===== src/rtl/mult_pkg.sv =====
// Shared definitions for the shift-add multiplier (datapath and control).
// Latency: n/a (types and constants only).
// Backpressure: n/a.
// Contents: default operand width, iteration-counter width helper, strobe bundle.
package mult_pkg;

  localparam int MULT_WIDTH_DEFAULT = 32;

  // Counter must be able to hold the terminal value WIDTH itself.
  function automatic int cnt_w(input int width);
    return $clog2(width + 1);
  endfunction

  // Control-to-datapath strobes, one bit each.
  typedef struct packed {
    logic lm;
    logic lp;
    logic sm;
    logic count;
  } mult_strobe_t;

endpackage


===== src/rtl/mult_dp_counter.sv =====
// Saturating iteration counter for the multiplier datapath.
// Latency: done is a pure register decode, visible the cycle after the terminal increment.
// Backpressure: none; en is ignored once the terminal count is reached.
// Ports: clk, reset (async, active-high), clr (restart from 0, wins over en),
//        en (advance by one), done (counter == WIDTH).
module mult_dp_counter
  import mult_pkg::*;
#(
  parameter int WIDTH = MULT_WIDTH_DEFAULT
) (
  input  logic clk,
  input  logic reset,
  input  logic clr,
  input  logic en,
  output logic done
);

  localparam int             CW   = cnt_w(WIDTH);
  localparam logic [CW-1:0]  TERM = CW'(WIDTH);
  localparam logic [CW-1:0]  ONE  = CW'(1);

  logic [CW-1:0] cnt;

  always_ff @(posedge clk or posedge reset) begin
    if (reset) begin
      cnt <= '0;
    end else if (clr) begin
      cnt <= '0;
    end else if (en && !done) begin
      cnt <= cnt + ONE;
    end
  end

  assign done = (cnt == TERM);

endmodule


===== src/rtl/mult_datapath.sv =====
// Shift-add multiplier datapath: holds M, Q, P and the iteration counter, driven by mult_control strobes.
// Latency: WIDTH+1 edges from lm to done when lp+sm+count are driven back to back.
// Backpressure: none; idle strobe cycles simply stall, strobes are ignored while done is high.
// Ports: clk, reset (async, active-high), lm/lp/sm/count strobes, mcand/mplier operands
//        (sampled on lm only), done (counter == WIDTH), product (2*WIDTH, valid while done).
// Option: define MULT_DATAPATH_SIGNED_EN for two's-complement operands (sign-magnitude internally).
module mult_datapath
  import mult_pkg::*;
#(
  parameter int WIDTH = MULT_WIDTH_DEFAULT  // legal 2..64
) (
  input  logic               clk,
  input  logic               reset,
  input  logic               lm,
  input  logic               lp,
  input  logic               sm,
  input  logic               count,
  input  logic [WIDTH-1:0]   mcand,
  input  logic [WIDTH-1:0]   mplier,
  output logic               done,
  output logic [2*WIDTH-1:0] product
);

  mult_strobe_t       stb;
  logic [2*WIDTH-1:0] m;
  logic [WIDTH-1:0]   q;
  logic [2*WIDTH-1:0] p;
  logic [WIDTH-1:0]   mcand_mag;
  logic [WIDTH-1:0]   mplier_mag;

  assign stb = {lm, lp, sm, count};

`ifdef MULT_DATAPATH_SIGNED_EN
  logic sgn;

  // The most negative value negates to itself, which is exactly its
  // magnitude when read as unsigned, so no special case is needed.
  assign mcand_mag  = mcand[WIDTH-1]  ? -mcand  : mcand;
  assign mplier_mag = mplier[WIDTH-1] ? -mplier : mplier;

  always_ff @(posedge clk or posedge reset) begin
    if (reset) begin
      sgn <= 1'b0;
    end else if (stb.lm) begin
      sgn <= mcand[WIDTH-1] ^ mplier[WIDTH-1];
    end
  end

  assign product = sgn ? -p : p;
`else
  assign mcand_mag  = mcand;
  assign mplier_mag = mplier;
  assign product    = p;
`endif

  // lm restarts everything; once done, the operands and result freeze
  // until the next lm. The add sees the pre-shift M and Q[0] when lp
  // and sm share an edge.
  always_ff @(posedge clk or posedge reset) begin
    if (reset) begin
      m <= '0;
      q <= '0;
      p <= '0;
    end else if (stb.lm) begin
      m <= {{WIDTH{1'b0}}, mcand_mag};
      q <= mplier_mag;
      p <= '0;
    end else if (!done) begin
      if (stb.lp && q[0]) begin
        p <= p + m;
      end
      if (stb.sm) begin
        m <= m << 1;
        q <= q >> 1;
      end
    end
  end

  mult_dp_counter #(
    .WIDTH (WIDTH)
  ) u_counter (
    .clk   (clk),
    .reset (reset),
    .clr   (stb.lm),
    .en    (stb.count),
    .done  (done)
  );

endmodule

===== config.mk =====
export PLATFORM = sky130hd
export DESIGN_NAME = mult_datapath
export DESIGN_NICKNAME = d
export VERILOG_FILES = /design/src/rtl/mult_pkg.sv /design/src/rtl/mult_dp_counter.sv /design/src/rtl/mult_datapath.sv
export SDC_FILE = /design/constraint.sdc
export NUM_CORES = 1
export LEC_CHECK = 0
export CORE_MARGIN = 8
export CORE_UTILIZATION = 45
export CTS_CLUSTER_SIZE = 25
export DETAILED_ROUTE_END_ITERATION = 8
export PLACE_DENSITY = 0.73
export SYNTH_ARGS = -nofsm -noshare
export SYNTH_HDL_FRONTEND = slang
export SYNTH_SLANG_ARGS = --single-unit

===== constraint.sdc =====
create_clock -name clk -period 11.2 [get_ports clk]
set_clock_uncertainty 0.05 [all_clocks]
set_input_delay 2.24 -clock clk [delete_from_list [all_inputs] [get_ports clk]]
set_output_delay 2.24 -clock clk [all_outputs]
set_load 0.01 [all_outputs]

Word level (Yosys, flattened, before mapping)
Index checks and enable logic that the tools add are counted.

Output and inout bits: 65. Word-level logic and storage cells: 27. Register bits after elaboration: 166.

Multiplexer cells: 11. $add $sub $neg: 2. Reductions and logical operators: 8. Equal/unequal tests: 2.

Operators by type and width (number): 64-bit 2-to-1 mux (6); 32-bit 2-to-1 mux (3); 64-bit adder (1); 6-bit 2-to-1 mux (2); 6-bit by 1-bit adder with 6-bit output, second input constant (1); 6-bit equality test, second input constant (1); 2-bit nonzero test (3); 2-bit AND reduction (2); 1-bit logical AND (2); 2-bit != test, second input constant (1); 1-bit logical NOT (1).

Logic depth before layout (Yosys ltp)
Gate-level depths: netlist (run 1).

Word-level depth: 5. Depth in mapped cells: 12.

Modules after synthesis
Synthesis (run 1) repeated with hierarchy kept, for this count alone.

Cells, all modules: 1257. Area total of the unflattened synthesis: 10699.0 um2.

By module, submodules not included: mult_datapath (area an instance 10307.4 um2, cells each 1215, times used 1, seq. area each 4003.8 um2); mult_dp_counter (area an instance 391.6 um2, cells each 42, times used 1, seq. area each 150.1 um2).

Least setup slack after synthesis (run 1)
No wires, ideal clock.

Kind: input to register. Start point: in sm. End point: reg q[10]. Path buffers: 2. Stages: 5. Data required time: 11.017 ns. Arrival: 3.495 ns. Setup slack: 7.522 ns. Path through: and2_0 -> clkbuf_1 -> buf_1 -> mux2i_1 -> o21ai_0.

Longest elaborated chain between the ends: 2.

RTL lines: start: declaration (RTL line mult_datapath.sv:16) `input logic sm,`; 2-bit nonzero test (no line); 2-bit AND reduction (no line); end signal: assignment (RTL line mult_datapath.sv:66) `q <= mplier_mag;`; end signal: assignment (RTL line mult_datapath.sv:74) `q <= q >> 1;`; end: declaration (RTL line mult_datapath.sv:26) `logic [WIDTH-1:0] q;`.

Every way passes these cells. A chain may end at the register's enable or synchronous reset.

Worst setup path after layout (run 1)
Start point: reg u_counter.cnt[0]. End point: out done.

Longest elaborated chain between the ends: 1.

RTL lines: start: declaration (RTL line mult_dp_counter.sv:22) `logic [CW-1:0] cnt;`; start signal: assignment (RTL line mult_dp_counter.sv:30) `cnt <= cnt + ONE;`; 6-bit equality test (RTL line mult_dp_counter.sv:34) `assign done = (cnt == TERM);`; end: declaration (RTL line mult_datapath.sv:20) `output logic done,`.

Every way passes these cells.

==> results.txt, run 1 <==
----------------------------------------------------
[Timing]
  Minimum clock period ... between 4 and 5 ns
  RSZ-0062 raised after global routing ... no
  Setup violators final ... 0
  Max Clk Rate ... 230 MHz
  Max-slew violations ... 0
  Transition time of the tightest slew-check pin ... approximately 1.0 ns
  Portion of the clock cycle consumed by the worst path in the final layout ... 0.388
  Max transition margin ... 0.309
  Count of final hold-check violations ... 0
  Aggregate negative setup slack ... 0 ns

[Worst hold path]
  Hold Crit Endpoint ... m[37]
  Worst Hold Depth ... 2
  Worst min-delay path startpoint ... m[36]
  Path category of the worst min-delay check ... reg -> reg

[Critical path]
  Reg2Reg Capture Point ... product[54]
  Cell with the biggest individual delay on the critical path ... clkdlybuf4s50_1
  Cell occurring most often along the worst timing path ... inv_1
  Kind of critical path ... reg -> out
  Required time of the worst setup path ... 8.91 ns
  R2r worst-path depth ... 10
  Cell breakdown of the critical path ... inv_1 -> ha_1 -> nand3_1 -> inv_1 -> clkdlybuf4s50_1
  Reg-to-reg slack, setup ... between 7 and 8 ns
  Top fanout value on the critical path ... 9
  Arrival time at the worst endpoint ... 2.05 ns
  Worst setup EP type ... output pin
  Crit path largest cell delay ... 0.54 ns
  Source of the worst register-to-register timing path ... product[10]
  Launching element type of the critical path ... flop

[Flow run]
  Max capacitance violation total ... 0

[Clocking]
  Bufs on Longest Clock Path ... 2
  Clk root buf ... clkbuf_16
  Clock buffer count from CTS ... 17
  TritonCTS clock tree ... built
  Deepest level of the CTS H-tree ... 4
  Buffers inserted during post-CTS setup optimization ... 0
  Hold-fix buffer count after cts ... 0
  # clock sinks ... 166
  Clock transition at the registers of the reported paths ... 0.08 ns
  Post-CTS Resized ... 0
  Clk Latency, worst-skew pair ... 0.44 ns

[Power]
  Combinational cell fraction of total power ... 0.177
  Proportion of power drawn by the clock network ... 0.395
  Leak Pwr ... 0.00591 uW
  P per Cell Area ... 117 nW/um^2
  Switching power ... 488 uW
  Sequential Power Share ... 0.428
  Total power ... 1540 uW
  Switching share of power ... 0.316
  Maximum VDD drop ... 0.100 mV
  Internal power contribution ... about 1100 uW

[Place]
  Post-detailed-placement half-perimeter wirelength ... 20.6 mm
  Cell Area, Placed ... 12500 um^2
  Global placement routability congestion ... 0.890
  # port buffers ... 134

[Global routing]
  Wire length of the first global-routing pass ... 49.0 mm
  Antenna violations before repair ... 0
  Number of global-route vias before repair ... slightly below 10000
  Maximum number of pins on one net before global-route repair ... 123
  GRT overflow ... 0
  Global-route usage over all layers ... 0.193

[Route]
  DRC viols ... 0
  Antenna-violating nets left ... 0
  Router iterations before antenna repair ... 5
  Initial detailed-routing violation count ... 805
  Average vias per placed instance ... around 5.7
  Wire length per cell ... ~17 um
  Via count of the routed design ... 9922
  Final routed wirelength across all metal layers ... approximately 29 mm

[Die]
  Die Outline Area ... 29800 um^2
  Effective utilization at floorplan ... 0.456
  Die X ... 173 um
  Row Count ... 57
  I/O pin count ... 135
  Height of the die ... 173 um
  Placeable core region ... approximately 24000 um^2

[Logic synthesis]
  Largest area contributor in the synthesized netlist ... dfrtp_1
  Post-synth cell types ... 76
  Per-instance average area after synthesis ... 8.42 um^2
  Synth Net Count ... 1446
  Synth Register Bits ... 166
  Top FF cell, synth ... dfrtp_1
  Sequential cell area fraction in the yosys report ... 0.376
  Number of warnings printed during yosys synthesis ... 0
  Area fraction of the dominant cell type after synthesis ... 0.376
  Share of synthesized registers carrying an async set or reset ... 1.00
  Mapped Area ... 11000 um^2
  EDFF count, synth ... 0
  Cell count after synthesis ... 1310
  Cell types occupying the most area after synthesis ... dfrtp_1 38%, nand2_1 8.9%, ha_1 7.4%, a21oi_1 7.0%, mux2i_1 5.9%

[Cells and area]
  Nets@finish ... 1528
  Fill cell instance count of the final layout ... 2209
  Leading cell types in the layout, fill and taps excluded ... 261 x nand2_1, 166 x dfrtp_1, 155 x a21oi_1
  Post-route design area ... 13200 um^2
  Leading cell type in the layout, fill and taps excluded ... nand2_1
  Diodes inserted ... 0
  Layout cells sized above 1 ... 0.0441
  Synthesis-to-layout area growth ... 19.4%

[Outcome]
  Run status ... finished, final reports clean

----------------------------------------------------
## worst max path at each step
stage / slack [ns] / depth (start not counted) / from / end
global placement: 6.79 / 3 / reset / m[30]
CTS: 6.83 / 5 / u_counter.cnt[0] / done
global route: 6.73 / 4 / u_counter.cnt[2] / done
floorplan: 4.42 / 1 / reset / m[0]
finish: 6.86 / 5 / u_counter.cnt[0] / done
detailed placement: 6.72 / 5 / sm / q[7]
## Yosys cell counts (11+ instances only)
cell type  number
a21o_1         36
nor2_1         44
clkbuf_1       63
o21ai_0       103
xor2_1         15
a21oi_1       155
nor3b_1        13
and3_1         13
o21a_1         14
nand4_1        12
nand2_1       262
ha_1           65
o211ai_1       12
nand3b_1       16
a211oi_1       12
xnor2_1        24
nand3_1        24
nor3_1         18
nor2b_1        11
dfrtp_1       166
inv_1          24
o21bai_1       14
mux2i_1        65
## registers in the layout, indices dropped and copies added (netlist names)
register / cells
q: 32
u_counter.cnt: 6
product: 64
m: 64
## cell type report
type	instances	area (um^2)	area share
Multi-Input combinational cell	1042	6500	0.493
Timing Repair Buffer	141	1400	0.106
Clock inverter	15	200	0.0152
Tap cell	324	405	0.0308
Sequential cell	166	4150	0.315
Clock buffer	17	425	0.0323
Inverter	24	95.1	0.00722
## routing by layer
metal,global-route usage,part of all wire
met5,0,0
met4,0.0652,0.020
met3,0.0342,0.050
met2,0.317,0.47
met1,0.254,0.46
## power by group through the flow
stage / Combinational [uW] / Sequential [uW] / Clock [uW]
2_1_floorplan: 183 / 667 / 0
3_3_place_gp: 266 / 672 / 0
3_5_place_dp: 271 / 673 / 0
4_1_cts: 273 / 662 / 619
5_1_grt: 304 / 666 / 644
6_report: 273 / 661 / 609
## logic make-up (layout without fill, tap and decap cells)
| logic type | count (synthesis) | count (layout) | share of synthesized area |
|---|---|---|---|
| flops | 166 | 166 | 0.376 |
| fa+ha+maj | 66 | 66 | 0.0755 |
| buf+inv | 102 | 197 | 0.0358 |
| simple gates | 456 | 456 | 0.192 |
| xor+xnor | 39 | 39 | 0.0310 |
| mux | 66 | 66 | 0.0600 |
| compound gates | 415 | 415 | 0.229 |
## critical path: cells and delay by family, from the launching register on
kind	cells	cell delay, ns
fa+ha+maj	1	0.15
simple gates	1	0.26
flops	1	0.40
buf+inv	3	0.80
## metrics by stage
| step | worst slack, ns | hold slack [ns] | util | std cells |
|---|---|---|---|---|
| after global placement | 6.79 | 0.475 | 0.519 | 1697 |
| after detailed placement | 6.72 | 0.492 | 0.519 | 1697 |
| after CTS | 6.83 | 0.505 | 0.545 | 1729 |
| after global routing | 6.73 | 0.518 | 0.545 | 1729 |
| after floorplan | 4.42 | 0.452 | - | 1310 |
| final | 6.86 | 0.501 | 0.545 | 1729 |
Power figures use the tool's default switching activity.
==> run 2: changes to the inputs <==
--- a/config.mk
+++ b/config.mk
@@ -9,7 +9,7 @@
 export CORE_UTILIZATION = 45
 export CTS_CLUSTER_SIZE = 25
 export DETAILED_ROUTE_END_ITERATION = 8
-export PLACE_DENSITY = 0.73
+export PLACE_DENSITY = 0.75
 export SYNTH_ARGS = -nofsm -noshare
 export SYNTH_HDL_FRONTEND = slang
 export SYNTH_SLANG_ARGS = --single-unit
==> constraint.sdc (replaced) <==
create_clock -name clk -period 3.55 [get_ports clk]
set_clock_uncertainty 0.05 [all_clocks]
set_input_delay 0.71 -clock clk [delete_from_list [all_inputs] [get_ports clk]]
set_output_delay 0.71 -clock clk [all_outputs]
set_load 0.01 [all_outputs]
==> results.txt, run 2 (same netlist as run 1, synthesis figures left out) <==
----------------------------------------------------
[Die]
  Row Count ... 57 (unchanged)
  Die X ... 173 um (unchanged)
  Placeable core region ... 24200 um^2 (unchanged)
  I/O pin count ... 135 (unchanged)
  Height of the die ... 173 um (unchanged)
  Effective utilization at floorplan ... 0.456 (unchanged)
  Die Outline Area ... 29800 um^2 (unchanged)

[Global routing]
  Met3 Use GR ... 0.0392 (+0.00501)
  GRT overflow ... 0 (unchanged)
  Maximum number of pins on one net before global-route repair ... 117 (-4.9%)
  Met1 track demand over resource in global routing ... 0.254 (+0.000265)
  Number of global-route vias before repair ... 9850 (+1.9%)
  Layer with the highest usage ... met2
  Met2 Usage GRT ... 0.316 (-0.000820)
  Antenna violations before repair ... 0 (unchanged)
  Wire length of the first global-routing pass ... 49.2 mm (+0.49%)
  Global-route usage over all layers ... 0.194 (+0.00111)

[Timing]
  Minimum clock period ... 3.30 ns
  Final worst setup slack ... 0.254 ns (-6.60 ns)
  Max transition margin ... 0.471 (+0.162)
  Portion of the clock cycle consumed by the worst path in the final layout ... 0.928
  Setup violators final ... 0 (unchanged)
  Max-slew violations ... 0 (unchanged)
  Transition time of the tightest slew-check pin ... 0.794 ns (-0.243 ns)
  Max Clk Rate ... 303 MHz
  RSZ-0062 raised after global routing ... no
  Aggregate negative setup slack ... 0 ns (unchanged)
  Count of final hold-check violations ... 0 (unchanged)

[Critical path]
  Launching element type of the critical path ... flop
  Cell breakdown of the critical path ... ha_1 -> a21oi_1 -> a21oi_1 -> or2_2 -> o2111a_1 -> o211ai_1 -> a211oi_2 -> nor3_1 -> nor3_1 -> nand3b_1
  Critical path's top delay family ... compound AO/OA/AOI/OAI gates
  Worst setup EP type ... flop
  Kind of critical path ... reg -> reg
  Crit path largest cell delay ... 0.47 ns (-0.07 ns)
  R2r worst-path depth ... 10 (unchanged)
  Required time of the worst setup path ... 3.81 ns (-5.10 ns)
  Reg-to-reg slack, setup ... 0.25 ns (-7.41 ns)
  Buffers plus inverters on the worst setup path ... 0 (-3)
  Reg2Reg Capture Point ... product[58]
  Cell with the biggest individual delay on the critical path ... o211ai_1
  Arrival time at the worst endpoint ... 3.56 ns (+1.51 ns)
  Top fanout value on the critical path ... 7 (-2)
  Source of the worst register-to-register timing path ... product[10]
  Critical Path Stages ... 10 (+5)

[Cells and area]
  Layout cells sized above 1 ... 0.0523 (+0.00817)
  Combined flip-flop and latch cell area ... 4150 um^2 (unchanged)
  Post-route design area ... 13300 um^2 (+1.0%)
  Nets@finish ... 1538 (+0.65%)
  Synthesis-to-layout area growth ... 20.6%
  Number of cells in the finished layout apart from fillers ... 1739 (+0.58%)
  Fill cell instance count of the final layout ... 2195 (-0.63%)
  End-of-flow core utilization ... 0.550 (+0.00564)
  Combined area of the multi-input logic cells ... 6510 um^2 (+0.15%)
  Leading cell types in the layout, fill and taps excluded ... 261 x nand2_1, 166 x dfrtp_1, 154 x a21oi_1
  Leading cell type in the layout, fill and taps excluded ... nand2_1
  Diodes inserted ... 0 (unchanged)

[Place]
  Global placement routability congestion ... 0.901 (+1.3%)
  Post-detailed-placement half-perimeter wirelength ... 21.1 mm (+2.3%)
  # port buffers ... 134 (unchanged)
  Post-placement worst setup slack ... 0.232 ns (-6.49 ns)
  Cell Area, Placed ... 12700 um^2 (+1.2%)
  Placed cells ... 1707 (+0.59%)

[Outcome]
  Run status ... finished, final reports clean

[Route]
  Initial detailed-routing violation count ... 866 (+7.6%)
  Average vias per placed instance ... 5.77 (+0.47%)
  Router iterations before antenna repair ... 7 (+2)
  Antenna-violating nets left ... 0 (unchanged)
  Final routed wirelength across all metal layers ... 29.5 mm (+1.7%)
  Via count of the routed design ... 10026 (+1.0%)
  DRC viols ... 0 (unchanged)
  Wire length per cell ... 17.0 um (+1.1%)

[Power]
  Combinational cell fraction of total power ... 0.183 (+0.006)
  Switching share of power ... 0.315 (-0.00136)
  Leak Pwr ... 0.00598 uW (+1.1%)
  P per Cell Area ... 365 nW/um^2 (+210%)
  Internal power contribution ... 3330 uW (+220%)
  Maximum VDD drop ... 0.244 mV (+140%)
  Switching power ... 1530 uW (+210%)
  Proportion of power drawn by the clock network ... 0.389 (-0.006)
  Sequential Power Share ... 0.428 (about the same)

[Clocking]
  Bufs on Longest Clock Path ... 2 (unchanged)
  Deepest level of the CTS H-tree ... 4 (unchanged)
  Hold-fix buffer count after cts ... 0 (unchanged)
  Clk root buf ... clkbuf_16
  Clk Latency, worst-skew pair ... 0.44 ns (about the same)
  # clock sinks ... 166 (unchanged)
  Clock transition at the registers of the reported paths ... 0.08 ns (about the same)
  TritonCTS clock tree ... built
  Clock buffer count from CTS ... 17 (unchanged)

[Flow run]
  Max capacitance violation total ... 0 (unchanged)

[Worst hold path]
  Worst Hold Depth ... 2 (unchanged)
  Path category of the worst min-delay check ... reg -> reg
  Worst min-delay path startpoint ... m[62]
  Hold Crit Endpoint ... m[63]

----------------------------------------------------
==> run 2: cell count changes in the layout (fill, tap and decap cells not counted), sizes merged <==
cell      change
clkinvlp      +1
inv           -1
buf          +10
==> run 2: power groups by stage <==
stage	clock network, uW	logic (uW)	registers (uW)
finish	1890	892	2080
global route	1990	993	2090
CTS	1920	892	2080
detailed placement	0	885	2120
global placement	0	872	2110
floorplan	0	577	2100
==> run 2: through the flow <==
stage	hold WS (ns)	power, uW
after floorplan	0.452	2680
after global placement	0.476	2980
after CTS	0.493	4890
final	0.491	4860
after detailed placement	0.485	3000
after global routing	0.510	5080
==> run 2: final cells by class <==
class                   instances  area share
clock inverters                15      0.0134
multi-input cells            1042       0.489
well taps                     324      0.0305
repair buffers                151       0.116
flip-flops and latches        166       0.312
clock buffers                  17      0.0320
inverters                      24     0.00705
==> run 2: worst max path at each step <==
stage	slack (ns)	end	start
after global placement	0.28	product[43]	product[16]
after detailed placement	0.23	product[43]	product[16]
after global routing	0.03	product[62]	product[0]
after floorplan	0.65	product[62]	product[0]
final	0.25	product[58]	product[10]
after CTS	0.20	product[43]	product[16]
==> run 2: worst register-to-register path: stages (launching register included) <==
cell      delay, ns
dfrtp_1        0.40
ha_1           0.41
a21oi_1        0.31
a21oi_1        0.12
or2_2          0.30
o2111a_1       0.30
o211ai_1       0.47
a211oi_2       0.19
nor3_1         0.37
nor3_1         0.09
nand3b_1       0.17
==> run 2: timing repair <==
| action | in CTS | in global routing |
|---|---|---|
| endpoints found under the setup margin | 0 | 4 |
| buffers inserted | 0 | 0 |
| resized for setup | 0 | 2 |
==> run 2: metal layers <==
layer / up-vias / share of wire
met2: 309 / 0.47
met1: 4785 / 0.46
met4: 0 / 0.021
met5: - / 0
li1: 4882 / -
met3: 50 / 0.055
==> patch, RTL diff (flow settings as in run 2) <==
Change the package constant `MULT_WIDTH_DEFAULT` from 32 to 16.
--- a/src/rtl/mult_pkg.sv
+++ b/src/rtl/mult_pkg.sv
@@ -4,7 +4,7 @@
 // Contents: default operand width, iteration-counter width helper, strobe bundle.
 package mult_pkg;
 
-  localparam int MULT_WIDTH_DEFAULT = 32;
+  localparam int MULT_WIDTH_DEFAULT = 16;
 
   // Counter must be able to hold the terminal value WIDTH itself.
   function automatic int cnt_w(input int width);
Interface: changed (resized mcand, mplier and product); port bits go from 135 to 71. No check against the original RTL was run, so the function may have changed too.
==> patch against run 2 <==
Routed wire length down 55%. Utilization up 1.0 points. Total power down 48%. Final area down 52%. Non-clock buffer count down 75. Critical path type unchanged. Worst setup slack better by 0.51 ns. Area after synthesis down 52%. Sequential cell count down 81.
==> patch: results <==
[synthesis]
yosysSeqAreaShare = 0.4014
synth_xor_area_frac = 0.03802
synth_area_leaders = "dfrtp_1, nand2_1, ha_1"
syn_avg_cell_area_sq_um = 8.846
synth_compound_area_frac = 0.2177
synth.distinct_cells = 59
synth_nets = 671
synthMuxAreaShare = 0.05856

[pwr]
switchingPower_uw = 686.2
pwr-share-seq = 0.422
p_leak_nw = 2.996
ir_drop_v = 0.0003685

[setup_path]
r2r_cells = 11
crit_start = "m[0]$_DFFE_PP0P_"
r2r_slack_ns = 0.77
cp.arrival_ns = 2.98
worst-path-max-fanout = 4
cpMaxStageDelayCell = "dfrtp_1"
rr_endpoint = "product[30]$_DFFE_PP0P_"

[final_layout]
nets = 731
drive_gt1_frac = 0.06928

[placement]
dpl-instance-area_sq_um = 6098
dpl.hpwl_um = 9730
dp.cells = 791
gp_congestion = 0.9050

[route]
first_pass_iters = 4
drt-vias-per-instance = 5.602
vias = 4521
drt_iter0_markers = 244
routed_wl_um = 13160

[sta]
whs_ns = 0.4933
period_share = 0.7845
tightest_slew_ns = 0.8878

[global_route]
grt_pass1_wl_um = 21820
first_global_vias = 4409
grt_max_degree = 97

[min_path]
min_to = "product[22]$_DFFE_PP0P_"
hold_start = "product[22]$_DFFE_PP0P_"

[cts]
clk_latency_ns = 0.35
cts_made_buffers = 9

[run_status]
status = "completed"
[patch: cell count changes after synthesis, moves of 11 or more]
cell             run 2  this run
a21oi_1            155        70
nor3b_1             13         1
dfrtp_1            166        85
ha_1                65        33
nor2_1              44        26
o21ai_0            103        46
nor3_1              18         7
nand2_1            262       117
a21o_1              36        16
clkbuf_1            63        17
nand3b_1            16         3
mux2i_1             65        31
[patch: cell type report]
class,count,area [sq um]
Timing Repair Buffer,76,755.7
Clock buffer,10,239.0
Fill cell,1017,5036
Sequential cell,85,2127
Multi-Input combinational cell,471,2975
Clock inverter,6,93.84
Inverter,16,61.31
Tap cell,143,178.9
[patch: routing by layer]
| layer | up-vias | global-route usage | part of all wire |
|---|---|---|---|
| met1 | 2145 | 0.2084 | 0.46 |
| met3 | 13 | 0.04979 | 0.058 |
| met5 | - | 0 | 0 |
| met2 | 112 | 0.2774 | 0.47 |
| met4 | 0 | 0.04748 | 0.011 |
| li1 | 2251 | - | - |
